==> src/rtl/freq_divider_bank.sv <==
// Bank of NUM_CH programmable square-wave dividers with per-edge tick pulses.
// Period changes are taken only at output edges; a stop always finishes low.
module freq_divider_bank #(
  parameter int NUM_CH = 4,
  parameter int CNT_W  = 21,
  parameter int CH_W   = (NUM_CH > 1) ? $clog2(NUM_CH) : 1
) (
  input  logic              clk,
  input  logic              rst_n,
  input  logic              wr_en_i,
  input  logic [CH_W-1:0]   wr_ch_i,
  input  logic [CNT_W-1:0]  wr_data_i,
  input  logic              sync_i,
  output logic [NUM_CH-1:0] sclk_o,
  output logic [NUM_CH-1:0] tick_o,
  output logic [NUM_CH-1:0] running_o
);

  // Per-channel state: STOPPED while active is zero, RUN otherwise.
  // running_o is this state bit, so it doubles as the FSM debug view.
  localparam logic [0:0] ST_STOPPED = 1'b0;
  localparam logic [0:0] ST_RUN     = 1'b1;

  localparam logic [CH_W:0] NUM_CH_W = (CH_W + 1)'(NUM_CH);

  logic [CNT_W-1:0]  pending_q [NUM_CH];
  logic [CNT_W-1:0]  pending_d [NUM_CH];
  logic [CNT_W-1:0]  active_q  [NUM_CH];
  logic [CNT_W-1:0]  active_d  [NUM_CH];
  logic [CNT_W-1:0]  cnt_q     [NUM_CH];
  logic [CNT_W-1:0]  cnt_d     [NUM_CH];
  logic [NUM_CH-1:0] sclk_q;
  logic [NUM_CH-1:0] sclk_d;
  logic [NUM_CH-1:0] tick_q;
  logic [NUM_CH-1:0] tick_d;
  logic [NUM_CH-1:0] run_state;
  logic              wr_ok;

  assign wr_ok = wr_en_i && ({1'b0, wr_ch_i} < NUM_CH_W);

  always_comb begin
    for (int i = 0; i < NUM_CH; i++) begin
      run_state[i] = (active_q[i] != '0) ? ST_RUN : ST_STOPPED;
    end
  end

  always_comb begin
    for (int i = 0; i < NUM_CH; i++) begin
      pending_d[i] = pending_q[i];
      active_d[i]  = active_q[i];
      cnt_d[i]     = cnt_q[i];
      sclk_d[i]    = sclk_q[i];
      tick_d[i]    = 1'b0;

      // A write always lands in pending; the active period below still
      // sees the old pending value this cycle.
      if (wr_ok && (wr_ch_i == CH_W'(i))) begin
        pending_d[i] = wr_data_i;
      end

      if (sync_i) begin
        active_d[i] = pending_q[i];
        cnt_d[i]    = '0;
        sclk_d[i]   = 1'b0;
      end else begin
        case (run_state[i])
          ST_STOPPED: begin
            active_d[i] = pending_q[i];
            cnt_d[i]    = '0;
            sclk_d[i]   = 1'b0;
          end
          default: begin
            if (cnt_q[i] == (active_q[i] - 1'b1)) begin
              cnt_d[i]  = '0;
              sclk_d[i] = ~sclk_q[i];
              tick_d[i] = 1'b1;
              // A stop requested on a rising boundary is deferred so the
              // high half-period completes before the channel goes idle.
              if (sclk_q[i] || (pending_q[i] != '0)) begin
                active_d[i] = pending_q[i];
              end
            end else begin
              cnt_d[i] = cnt_q[i] + 1'b1;
            end
          end
        endcase
      end
    end
  end

  always_ff @(posedge clk or negedge rst_n) begin
    if (!rst_n) begin
      for (int i = 0; i < NUM_CH; i++) begin
        pending_q[i] <= '0;
        active_q[i]  <= '0;
        cnt_q[i]     <= '0;
      end
      sclk_q <= '0;
      tick_q <= '0;
    end else begin
      for (int i = 0; i < NUM_CH; i++) begin
        pending_q[i] <= pending_d[i];
        active_q[i]  <= active_d[i];
        cnt_q[i]     <= cnt_d[i];
      end
      sclk_q <= sclk_d;
      tick_q <= tick_d;
    end
  end

  assign sclk_o    = sclk_q;
  assign tick_o    = tick_q;
  assign running_o = run_state;

endmodule

==> config.mk <==
export PLATFORM = sky130hd
export DESIGN_NAME = freq_divider_bank
export DESIGN_NICKNAME = d
export VERILOG_FILES = /design/src/rtl/freq_divider_bank.sv
export SDC_FILE = /design/constraint.sdc
export NUM_CORES = 1
export LEC_CHECK = 0
export CORE_ASPECT_RATIO = 0.5
export CORE_MARGIN = 5
export CORE_UTILIZATION = 30
export CTS_CLUSTER_SIZE = 12
export DETAILED_ROUTE_END_ITERATION = 10
export GPL_ROUTABILITY_DRIVEN = 0
export PLACE_DENSITY_LB_ADDON = 0.25
export SLEW_MARGIN = 20
export SYNTH_ARGS = -nofsm -noshare
export SYNTH_HDL_FRONTEND = slang
export SYNTH_SLANG_ARGS = --single-unit
==> constraint.sdc <==
create_clock -name clk -period 3.3 [get_ports clk]
set_input_delay 0.66 -clock clk [delete_from_list [all_inputs] [get_ports clk]]
set_output_delay 0.66 -clock clk [all_outputs]
set_load 0.005 [all_outputs]
* After elaboration in Yosys (flattened, before gate mapping)
Cells that the tools add are included.
** Storage, ports and cells
- Register bits :: 260
- Output and inout bits :: 12
- Logic and storage cells :: 121
** Operators by class
- Add/subtract/negate cells :: 8
- Eq/ne operators :: 15
- Mux-type cells :: 56
- Bitwise gates (word level) :: 4
- Reduce and logical (&&, ||, !) cells :: 21
** Operators with widths (number)
- 21-bit two-way mux :: 28
- 21-bit nonzero test :: 8
- 21-bit by 1-bit adder with 21-bit output (second input constant) :: 4
- 21-bit == test :: 4
- 21-bit by 1-bit subtractor with 21-bit output (second input constant) :: 4
- 1-bit two-way mux :: 28
- 3-bit by 2-bit inequality test with 1-bit output (second input constant) :: 8
- 2-bit AND reduction :: 4
- 2-bit == test (second input constant) :: 2
- 1-bit logical AND :: 4
- 1-bit logical OR :: 4
- 1-bit inverter :: 4
- 2-bit by 1-bit == test with 1-bit output (second input constant) :: 1
- 2-bit zero test :: 1

* Longest topological paths before layout
- Word-level depth :: 6
- Gate-level depth with buffers :: 13
- Mapped depth without buffers :: 10

* Least setup slack after synthesis
OpenSTA, ideal clock, no wires.
- Path type :: reg-to-reg
- Start :: register active_q[45] (netlist bit)
- End :: register active_q[45] (netlist bit)
- Setup time :: 0.127 ns
- Arrival :: 3.298 ns
- Path slack :: -0.126 ns
- Stages on the path, launching flop included :: 13
- Path buffers :: 4
- Clock period less this slack :: 3.426 ns
- Cells stage by stage :: dfrtp_1 > buf_2 > or4_1 > buf_2 > or4_1 > buf_2 > o32a_1 > o32ai_1 > mux2i_1 > nor4_4 > or2_4 > buf_6 > mux2_1
** On the way
- Cells in the longest elaborated chain, start to end :: 4
- Elaborated cells on any way between the ends :: 9
** Ends and longest elaborated chain
- start: declaration :: line 28 : logic [CNT_W-1:0] active_q [NUM_CH];
- start signal: indexed assignment :: line 103 : active_q[i] <= active_d[i];
- 21-bit by 1-bit subtractor with 21-bit output or 21-bit nonzero test (tied branches) :: line 73, 43
- 21-bit == test or 1-bit two-way mux (tied branches) :: line 73, 43
- 3-bit by 2-bit inequality test with 1-bit output (no line) or 21-bit two-way mux (tied branches)
- 2-bit AND reduction (no line) or 21-bit two-way mux (tied branches)
Parallel ways exist; a longest one is shown, timed or not.
A chain may end at the register's enable or synchronous reset.

* Worst setup path after layout
- Start :: register active_q[74] (netlist bit)
- End :: register active_q[63] (netlist bit)
The elaborated chain is that of the path after synthesis.

==> impl_results.md <==
- Die area: roughly 51,000 um2
- Number of global-route vias before repair: ~10,000
- Post-placement setup slack: -0.00964 ns
- Syn_nets: about 1,400
- Most common cell after layout, fill and taps aside: dfrtp_1
- Final hold vios: 0
- Clock root cell: clkbuf_16
- CP startpoint kind: register
- Arr. time, crit path: between 3 and 4 ns
- Setup WS post-layout: roughly 0.058 ns
- Slew headroom: 47.8%
- Total Wirelength: 36.3 mm
- Number of CTS-inserted buffers: 29
- Critical path peak fanout: 7
- Post-synth EDFFs: 0
- Clock-pin slew on the worst setup and hold paths: approximately 0.060 ns
- Synth Area per Inst: between 10 and 15 um2
- Maximum buffer depth of the clock tree: 3
- Hold Path Class: primary input to async pin
- DRC: 0
- Fin util: between 30% and 40%
- Power Total: a little under 10 mW
- CP required: about 3.7 ns
- # setup viols final: 0
- FP Rows: between 50 and 60
- Setup TNS: 0 ns
- Top cell type's share of synthesized area: between 40% and 50%
- Chip height: roughly 160 um
- RSZ-0062 raised after global routing: true
- Core area: between 40,000 and 50,000 um2
- Synthesis-to-layout area growth: 23.2%
- TritonCTS clock tree: done
- Outcome: complete, no violations
- Post-Layout Cell Count: 2,127
- Share of cells above drive strength 1: 23.4%
- Starting density of the core: 30.1%
- Fmax: 0.308 GHz
- Area of the multi-input gates: 7420 um2
- Largest net degree at the start of global routing: between 70 and 80
- CTS sink cnt: 260
- Sequential area share after synthesis: 46.4%
- H-tree depth: 1
- Max cap viols: 0
- Synth area leaders: dfrtp_1 (46%), mux2_2 (8.1%), xnor2_1 (5.6%)
- Crit share post-route: just under 100%
- First-pass GRT wire length: about 58 mm
- FF/Latch Area: between 6000 and 7000 um2
- Ys async rst share: 100%
- Synth warn: 0
- Yosys reg bits: 260
- Worst Setup Path Type: register to register
- Gr usage total: between 10 and 15%
- Die W: 316 um
- Port bufs: 38
- Clk_lat worst skew: 0.56 ns
- Dominant synthesized flop cell: dfrtp_1
- Hold buffer count at CTS: 0
- Post-Syn Area: 14,000 um2
- Antenna Nets Post-Route: 0
- DR vias: between 10,000 and 15,000
- Via density: approximately 4.9
- Worst vdd ir: between 0.3 and 0.4 mV
- Least-Margin Pin Slew: ~0.78 ns
- Pre-Repair DR Iteration Count: 5
- Fill cells: around 4,700
- PD cells: approximately 560 nW/um2
- Nets: 1,506
- Wire per inst: approximately 17 um
- Most frequent cells in the layout: dfrtp_1 (254), nor2_1 (123), mux2_2 (100), buf_4 (100), xnor2_1 (89)
- Crit path time final: about 3.2 ns
- Worst setup EP type: register
- Initial antenna violation count: 0
- DRT iter0 DRCs: a little under 700
- Distinct cells, synth: 74
- Ant diodes: 0
- Clock skew after layout: 0.0144 ns
- Biggest area consumer among synthesized cells: dfrtp_1
- I/O pin count: 39
- Max-slew violation count: 0
- Leakage dissipation: 7.06 nW
- Placed insts: 2,057
- Hpwl dp: ~26 mm
- Post-Synthesis Cells: about 1,400
- GR Overflow Total: 0
Yosys cell counts, types with 8 or more instances:
cell type	n
dfrtp_1	260
nor2_1	131
mux2_2	101
xnor2_1	90
xor2_1	84
nand2_1	64
nor4_1	55
nand3_1	53
clkbuf_1	46
nand4_1	35
o21ai_0	34
inv_1	33
nor3_1	33
and3_1	31
or4_1	28
a32o_1	23
mux2_1	16
a21oi_1	15
buf_2	15
or3_1	15
nand3b_1	13
nor2b_1	13
nand2b_1	11
mux2_4	10
ha_1	9
nor3b_1	9
or2_2	8
timing repair:
action,in CTS,in global routing
endpoints found under the setup margin,15,129
gates cloned,0,7
setup buffers,7,7
gates resized for setup,17,59
pin swaps,2,22
critical path, stage by stage, from the launching register on:
cell     delay [ns]
dfrtp_1        0.37
or4_4          0.54
or4_4          0.57
o21ai_2        0.15
nand3_1        0.09
or4_4          0.47
nor4_4         0.33
a21oi_2        0.12
buf_4          0.18
mux2_1         0.31
through the flow:
| stage | area, um2 | hold WS, ns |
|---|---|---|
| final | 17300 | 0.0713 |
| after global routing | 17300 | 0.0998 |
| after CTS | 16900 | 0.0751 |
| after detailed placement | 15800 | 0.505 |
| after global placement | 15800 | 0.502 |
| after floorplan | 14000 | 0.364 |
final timing paths:
| kind | start | to | slack [ns] | cells past startpoint |
|---|---|---|---|---|
| setup / recovery | active_q[74] | active_q[63] | 0.06 | 9 |
| max in group asynchronous | rst_n | cnt_q[28] | 2.33 | 2 |
| min in group clk | pending_q[9] | active_q[9] | 0.52 | 1 |
| hold reg to reg | pending_q[9] | active_q[9] | 0.52 | 1 |
| setup reg to reg | active_q[74] | active_q[63] | 0.06 | 9 |
| hold / removal | rst_n | cnt_q[35] | 0.07 | 1 |
area by class of cell:
type	instances	share of cell area, %
multi-input cells	993	43.0
flip-flops and latches	260	37.7
repair buffers	153	8.34
clock buffers	42	4.95
well taps	638	4.62
clock inverters	8	0.724
inverters	33	0.717
routing by layer:
layer  track usage, %  wire length, um  up-vias
met5                0                0        -
met4             2.75              741        0
met3             1.74             1020       42
met2             21.0            15600      141
met1             21.1            18900     5165
li1                 -                -     5140
sequential cells by signal, summed over array words and instances (netlist names):
signal	count
active_q	84
cnt_q	84
pending_q	84
sclk_o	4
tick_o	4
kinds of logic after synthesis:
family	Yosys count	synth area share (%)
AND/OR/NAND/NOR	528	20.4
flip-flops	260	46.4
buffers and inverters	101	3.00
AO/OA/AOI/OAI	147	7.60
multiplexers	133	10.9
adder cells (fa/ha/maj)	9	0.803
XOR/XNOR	174	10.9
power breakdown:
part,internal [mW],switching (mW),total [mW]
Clock,2.02,1.31,3.33
Sequential,3.62,0.453,4.07
Combinational,1.11,1.11,2.22
Total,6.75,2.88,9.62
Power figures use the tool's default switching activity.
